==> src/rtl/core_types_pkg.sv <==
// Shared core types: physical register tags, checkpoint columns and free-list pointers.
// Pointers carry one extra wrap bit so that full and empty can be told apart.
package core_types_pkg;
  localparam int NUM_PHYS_REGS          = 64;
  localparam int NUM_ARCH_REGS          = 32;
  localparam int CHECKPOINT_COLUMNS     = 4;
  localparam int LOG_CHECKPOINT_COLUMNS = $clog2(CHECKPOINT_COLUMNS);
  localparam int PHYS_REG_TAG_W         = $clog2(NUM_PHYS_REGS);
  localparam int FREE_LIST_DEPTH        = NUM_PHYS_REGS;
  localparam int LOG_FREE_LIST_DEPTH    = $clog2(FREE_LIST_DEPTH);

  typedef logic [PHYS_REG_TAG_W-1:0]         phys_reg_tag_t;
  typedef logic [LOG_CHECKPOINT_COLUMNS-1:0] checkpoint_column_t;
  typedef logic [LOG_FREE_LIST_DEPTH:0]      free_list_ptr_t;
endpackage

==> src/rtl/free_list_ckpt_table.sv <==
// Circular table of saved free-list head pointers; saves/clears/restores take effect next cycle.
// Saves are refused while every column is live; restore and clear are never stalled.
module free_list_ckpt_table
  import core_types_pkg::*;
#(
  parameter int CKPT_COLS = CHECKPOINT_COLUMNS,
  parameter int PTR_W     = LOG_FREE_LIST_DEPTH + 1,
  localparam int LCC      = $clog2(CKPT_COLS)
) (
  input  logic             CLK,
  input  logic             nRST,
  input  logic             save_i,
  input  logic [PTR_W-1:0] save_ptr_i,
  input  logic             restore_i,
  input  logic [LCC-1:0]   restore_col_i,
  input  logic             clear_i,
  output logic [LCC-1:0]   save_col_o,
  output logic             full_o,
  output logic             restore_hit_o,
  output logic [PTR_W-1:0] restore_ptr_o
);
  logic [PTR_W-1:0]     ptr_q [CKPT_COLS];
  logic [CKPT_COLS-1:0] valid_q, valid_d;
  logic [LCC:0]         ck_head_q, ck_head_d, ck_tail_q, ck_tail_d, live_cnt;
  logic [LCC-1:0]       rst_off, age;
  logic                 clear_fire, save_fire;

  assign live_cnt      = ck_tail_q - ck_head_q;
  assign full_o        = (live_cnt == (LCC+1)'(CKPT_COLS));
  assign save_col_o    = ck_tail_q[LCC-1:0];
  assign restore_hit_o = restore_i && valid_q[restore_col_i];
  assign restore_ptr_o = ptr_q[restore_col_i];
  assign clear_fire    = clear_i && (live_cnt != '0);
  assign save_fire     = save_i && !restore_hit_o && !full_o;
  // Position of the restored column counted from the oldest live one.
  assign rst_off       = restore_col_i - ck_head_q[LCC-1:0];

  always_comb begin
    valid_d   = valid_q;
    ck_head_d = ck_head_q;
    ck_tail_d = ck_tail_q;
    age       = '0;
    if (restore_hit_o) begin
      for (int i = 0; i < CKPT_COLS; i++) begin
        age = LCC'(i) - ck_head_q[LCC-1:0];
        if (age >= rst_off) valid_d[i] = 1'b0;
      end
      // A same-cycle clear of the restored oldest column must leave the table empty.
      ck_tail_d = ck_head_q + {1'b0, rst_off} + (LCC+1)'(clear_fire && (rst_off == '0));
    end else if (save_fire) begin
      valid_d[save_col_o] = 1'b1;
      ck_tail_d           = ck_tail_q + (LCC+1)'(1);
    end
    if (clear_fire) begin
      valid_d[ck_head_q[LCC-1:0]] = 1'b0;
      ck_head_d                   = ck_head_q + (LCC+1)'(1);
    end
  end

  always_ff @(posedge CLK or negedge nRST) begin
    if (!nRST) begin
      valid_q   <= '0;
      ck_head_q <= '0;
      ck_tail_q <= '0;
      for (int i = 0; i < CKPT_COLS; i++) ptr_q[i] <= '0;
    end else begin
      valid_q   <= valid_d;
      ck_head_q <= ck_head_d;
      ck_tail_q <= ck_tail_d;
      if (save_fire) ptr_q[save_col_o] <= save_ptr_i;
    end
  end
endmodule

==> src/rtl/phys_reg_free_list_ckpt.sv <==
// Checkpointed physical-register free list; head tag is combinational from state, updates in 1 cycle.
// Deq on empty is ignored; enq on full (without a same-cycle deq) is dropped and flags enq_overflow.
module phys_reg_free_list_ckpt
  import core_types_pkg::*;
#(
  parameter int NUM_PHYS_REGS = core_types_pkg::NUM_PHYS_REGS,
  parameter int NUM_ARCH_REGS = core_types_pkg::NUM_ARCH_REGS,
  parameter int DEPTH         = NUM_PHYS_REGS,
  parameter int CKPT_COLS     = CHECKPOINT_COLUMNS,
  localparam int PRW          = $clog2(NUM_PHYS_REGS),
  localparam int LD           = $clog2(DEPTH),
  localparam int LCC          = $clog2(CKPT_COLS)
) (
  input  logic           CLK,
  input  logic           nRST,
  input  logic           deq_req,
  output logic           deq_valid,
  output logic [PRW-1:0] deq_tag,
  input  logic           enq_valid,
  input  logic [PRW-1:0] enq_tag,
  input  logic           save_valid,
  output logic [LCC-1:0] save_column,
  output logic           ckpt_full,
  input  logic           restore_valid,
  input  logic [LCC-1:0] restore_column,
  input  logic           clear_valid,
  output logic [LD:0]    free_count,
  output logic           enq_overflow
);
  localparam int INIT_FREE = NUM_PHYS_REGS - NUM_ARCH_REGS;

  logic [PRW-1:0] fifo_q [DEPTH];
  logic [LD:0]    head_q, head_d, tail_q, tail_d, head_adv, restore_ptr, span;
  logic           overflow_q, empty, full, deq_fire, enq_fire, restore_hit;

  assign empty      = (head_q == tail_q);
  assign full       = (head_q[LD] != tail_q[LD]) && (head_q[LD-1:0] == tail_q[LD-1:0]);
  assign deq_valid  = !empty;
  assign deq_tag    = fifo_q[head_q[LD-1:0]];
  assign free_count = tail_q - head_q;
  assign enq_overflow = overflow_q;

  assign deq_fire = deq_req && !empty && !restore_hit;
  assign enq_fire = enq_valid && (!full || deq_fire);
  assign head_adv = head_q + (LD+1)'(deq_fire);
  assign tail_d   = tail_q + (LD+1)'(enq_fire);
  assign span     = tail_d - restore_ptr;

  always_comb begin
    head_d = head_adv;
    if (restore_hit) begin
      // Slots released since the save may have been refilled; never claim more than DEPTH.
      head_d = (span > (LD+1)'(DEPTH)) ? tail_d - (LD+1)'(DEPTH) : restore_ptr;
    end
  end

  free_list_ckpt_table #(
    .CKPT_COLS (CKPT_COLS),
    .PTR_W     (LD + 1)
  ) u_ckpt_table (
    .CLK           (CLK),
    .nRST          (nRST),
    .save_i        (save_valid),
    .save_ptr_i    (head_adv),
    .restore_i     (restore_valid),
    .restore_col_i (restore_column),
    .clear_i       (clear_valid),
    .save_col_o    (save_column),
    .full_o        (ckpt_full),
    .restore_hit_o (restore_hit),
    .restore_ptr_o (restore_ptr)
  );

  always_ff @(posedge CLK or negedge nRST) begin
    if (!nRST) begin
      head_q     <= '0;
      tail_q     <= (LD+1)'(INIT_FREE);
      overflow_q <= 1'b0;
      for (int i = 0; i < DEPTH; i++)
        fifo_q[i] <= (i < INIT_FREE) ? PRW'(NUM_ARCH_REGS + i) : '0;
    end else begin
      head_q <= head_d;
      tail_q <= tail_d;
      if (enq_valid && !enq_fire) overflow_q <= 1'b1;
      if (enq_fire) fifo_q[tail_q[LD-1:0]] <= enq_tag;
    end
  end
endmodule

==> config.mk <==
export PLATFORM = sky130hd
export DESIGN_NAME = phys_reg_free_list_ckpt
export DESIGN_NICKNAME = d
export VERILOG_FILES = /design/src/rtl/core_types_pkg.sv /design/src/rtl/free_list_ckpt_table.sv /design/src/rtl/phys_reg_free_list_ckpt.sv
export SDC_FILE = /design/constraint.sdc
export NUM_CORES = 1
export LEC_CHECK = 0
export CAP_MARGIN = 20
export CORE_MARGIN = 2
export CORE_UTILIZATION = 52
export DETAILED_ROUTE_END_ITERATION = 8
export PLACE_DENSITY = 0.68
export SYNTH_ARGS = -nofsm -noshare
export SYNTH_HDL_FRONTEND = slang
export SYNTH_HIERARCHICAL = 1
export SYNTH_SLANG_ARGS = --single-unit
==> constraint.sdc <==
create_clock -name CLK -period 5.5 [get_ports CLK]
set_clock_uncertainty 0.15 [all_clocks]
set_input_delay 1.375 -clock CLK [delete_from_list [all_inputs] [get_ports CLK]]
set_output_delay 1.375 -clock CLK [all_outputs]
set_load 0.005 [all_outputs]
==> metrics <==
Async S/R FF share, synth 100.0%; initial antenna violation count 0; power density cells roughly 570 mW/mm^2; postcts setup bufs 0; DR WL/cell roughly 24 um; Fill cells roughly 3,100; Util after Layout 58.67%; H-tree Lvls 2; met3 WL approximately 2500 um; CTS Buf Count between 40 and 50; largest net degree at the start of global routing 109; sequential-to-total area share from yosys stat 51.91%; clock root buffer clkbuf_16; Placed Cells between 1,500 and 2,000; final WL between 40,000 and 50,000 um; RSZ-0062 raised after global routing no; Ys Warns 6; first-pass iteration count of the detailed router 5; Final Hold Fails 0; Mapped Area ~0.021 mm^2; Worst Setup SP head_q[1]; worst setup margin roughly 0.22 ns; Die W ~210 um; Hold Path Class reg -> reg; worst-skew pair later-pin latency 0.58 ns; slew margin rel. 38.52%; CTS tree built; GP Congestion slightly above 0.8; Vert. Die Dim 206.6 um; worst vdd ir about 0.48 mV; drt initial violations between 800 and 900; first-pass GRT wire length roughly 77,000 um; die area between 0.04 and 0.05 mm^2; nets@finish about 1,500; DR vias/cell a little over 6; routed vias approximately 12,000; Max Clk Rate roughly 0.19 GHz; Syn Area/Cell approximately 15 um^2; Post-CTS Hold Fix Bufs 0; worst hold margin slightly above 0.3 ns; P&R area growth vs syn 11.75%; CP max FO 35; clk buf depth 3; Max-Cap Viols 0; PnR Total Power roughly 14,000 uW; Slew @ Worst Pin roughly 0.92 ns; wire length on met1 around 22,000 um; total track usage 23.98%; outcome finished clean; Worst-path clk slew approximately 0.06 ns; Syn Nets between 1,000 and 1,500; endpoint class of the critical path output port; fin crit period between 5 and 6 ns; # resized after CTS 0; DP HPWL a little over 30,000 um; core area ~0.041 mm^2; number of synthesized flops with an enable pin 0; CP required ~4.0 ns; initial cell density of the core around 52%; diode count 0; Setup crit start kind flip-flop; Critical Path AT ~3.8 ns; Worst Min Path Start enq_overflow; Leak 0.01060 uW; FF+latch count, synth 437; pre-CTS WS -0.1153 ns; global route overflow 0; row cnt between 70 and 80; Post-DRT Antenna Nets 0; Final period util a little over nine tenths; met2 WL 22,930 um; top sig layer met4; share of cells above drive strength 1 52.57%; post-synthesis cell type count 63; Primary FF master, synth dfrtp_1; final setup fails 0; clock sink count roughly 440; PortBufs 32; reg2reg start head_q[1]; WS Path Type reg -> out; I/O pin cnt 33; vias in the first global route 12,814; Mapped Cells roughly 1,400; final non-filler cell total 2,031; Final Max Slew Viols 0; DRC 0
==> state kept, by name, indices dropped and copies added (netlist names) <==
register                count
u_ckpt_table/ck_head_q      3
fifo_q                    384
head_q                      7
enq_overflow                1
u_ckpt_table/ck_tail_q      3
tail_q                      7
u_ckpt_table/valid_q        4
u_ckpt_table/ptr_q         28
==> power breakdown <==
group | switching, uW | internal (uW)
logic | 2430 | 2830
clock network | 1280 | 1830
registers | 715 | 4510
total | 4430 | 9170
==> kinds of logic (layout without fill, tap and decap cells) <==
kind of cell | count (synthesis) | in the layout | share of synthesized area [%]
AO/OA/AOI/OAI | 86 | 86 | 2.944
adder cells (fa/ha/maj) | 35 | 35 | 2.228
flip-flops | 437 | 437 | 51.91
buffers and inverters | 125 | 191 | 2.574
AND/OR/NAND/NOR | 173 | 173 | 4.040
multiplexers | 549 | 549 | 35.06
XOR/XNOR | 28 | 28 | 1.249
==> synthesized netlist by cell type, drive strengths merged, types with 2 or more instances <==
master,count,area share [%]
or2,6,0.18
o22ai,6,0.18
xnor2,17,0.70
nor2b,4,0.12
or3,4,0.12
o221ai,15,0.62
and3b,3,0.13
a21o,4,0.14
ha,30,1.8
nand3,7,0.16
o31a,2,0.082
nor4,2,0.059
nand3b,4,0.14
nand2b,6,0.18
dfrtp,324,38
o41ai,7,0.29
mux2i,27,1.3
nor3b,4,0.16
and3,4,0.21
o21a,5,0.21
nor3,5,0.14
nand2,36,0.63
nand4,3,0.088
buf,40,1.1
o21ai,8,0.19
dfstp,113,14
a31oi,6,0.21
xor2,10,0.45
a22oi,6,0.21
inv,29,0.51
a2bb2oi,2,0.082
nor2,77,1.4
clkbuf,56,0.99
mux4,109,12
a21oi,16,0.38
fa,5,0.47
mux2,413,22
and2,4,0.12
==> final cells by class <==
| cell class | count | area [um^2] | area share [%] |
|---|---|---|---|
| Sequential cell | 437 | 11080 | 46.48 |
| Multi-Input combinational cell | 871 | 9713 | 40.73 |
| Clock buffer | 68 | 1335 | 5.598 |
| Timing Repair Buffer | 78 | 765.7 | 3.211 |
| Tap cell | 532 | 665.6 | 2.791 |
| Clock inverter | 16 | 173.9 | 0.7293 |
| Inverter | 29 | 108.9 | 0.4565 |
==> placed cells by master (no fill, tap or decap), types with 7 or more instances in the layout <==
cell and n:
clkbuf_16 47, o41ai_1 7, nand3_1 7, clkinv_2 8, nand2_1 36, dfrtp_1 322
a21oi_1 16, clkbuf_8 8, dfstp_2 113, xnor2_1 17, mux2i_1 27, ha_1 30
nor2_1 69, mux2_4 28, o221ai_1 15, inv_1 29, buf_12 10, nor2_2 8
mux2_2 385, xor2_1 9, clkbuf_1 13, buf_4 36, mux4_2 109, o21ai_0 8
clkdlybuf4s50_1 25
==> critical path, stage by stage (launching register included) <==
cell             delay [ns]
dfrtp_4                0.71
inv_1                  0.29
nand2_1                0.35
o221ai_1               0.38
o22ai_1                0.14
o41ai_1                0.66
clkdlybuf4s50_1        0.63
==> worst paths after layout <==
path                       slack [ns]            to  cells after the start
setup / recovery                 0.22    deq_tag[0]                      6
hold / removal                   0.31  enq_overflow                      1
setup reg to reg                 0.79     head_q[0]                     16
hold reg to reg                  0.31  enq_overflow                      1
max in group asynchronous        3.20   fifo_q[246]                      2
min in group asynchronous        0.70    fifo_q[39]                      1
==> metal layers <==
metal  global-route usage, %  up-vias
li1                        -     5356
met1                   35.10     6524
met2                   37.21      301
met3                   4.286       75
met4                   6.607        0
met5                       0        -
==> metrics by stage <==
stage / setup TNS [ns] / instance area, um^2
floorplan: 0 / 21340
global placement: -0.05890 / 22300
detailed placement: -0.5982 / 22320
CTS: 0 / 23830
global route: 0 / 23850
finish: 0 / 23850
No activity file was read; power rests on OpenSTA's default activity.
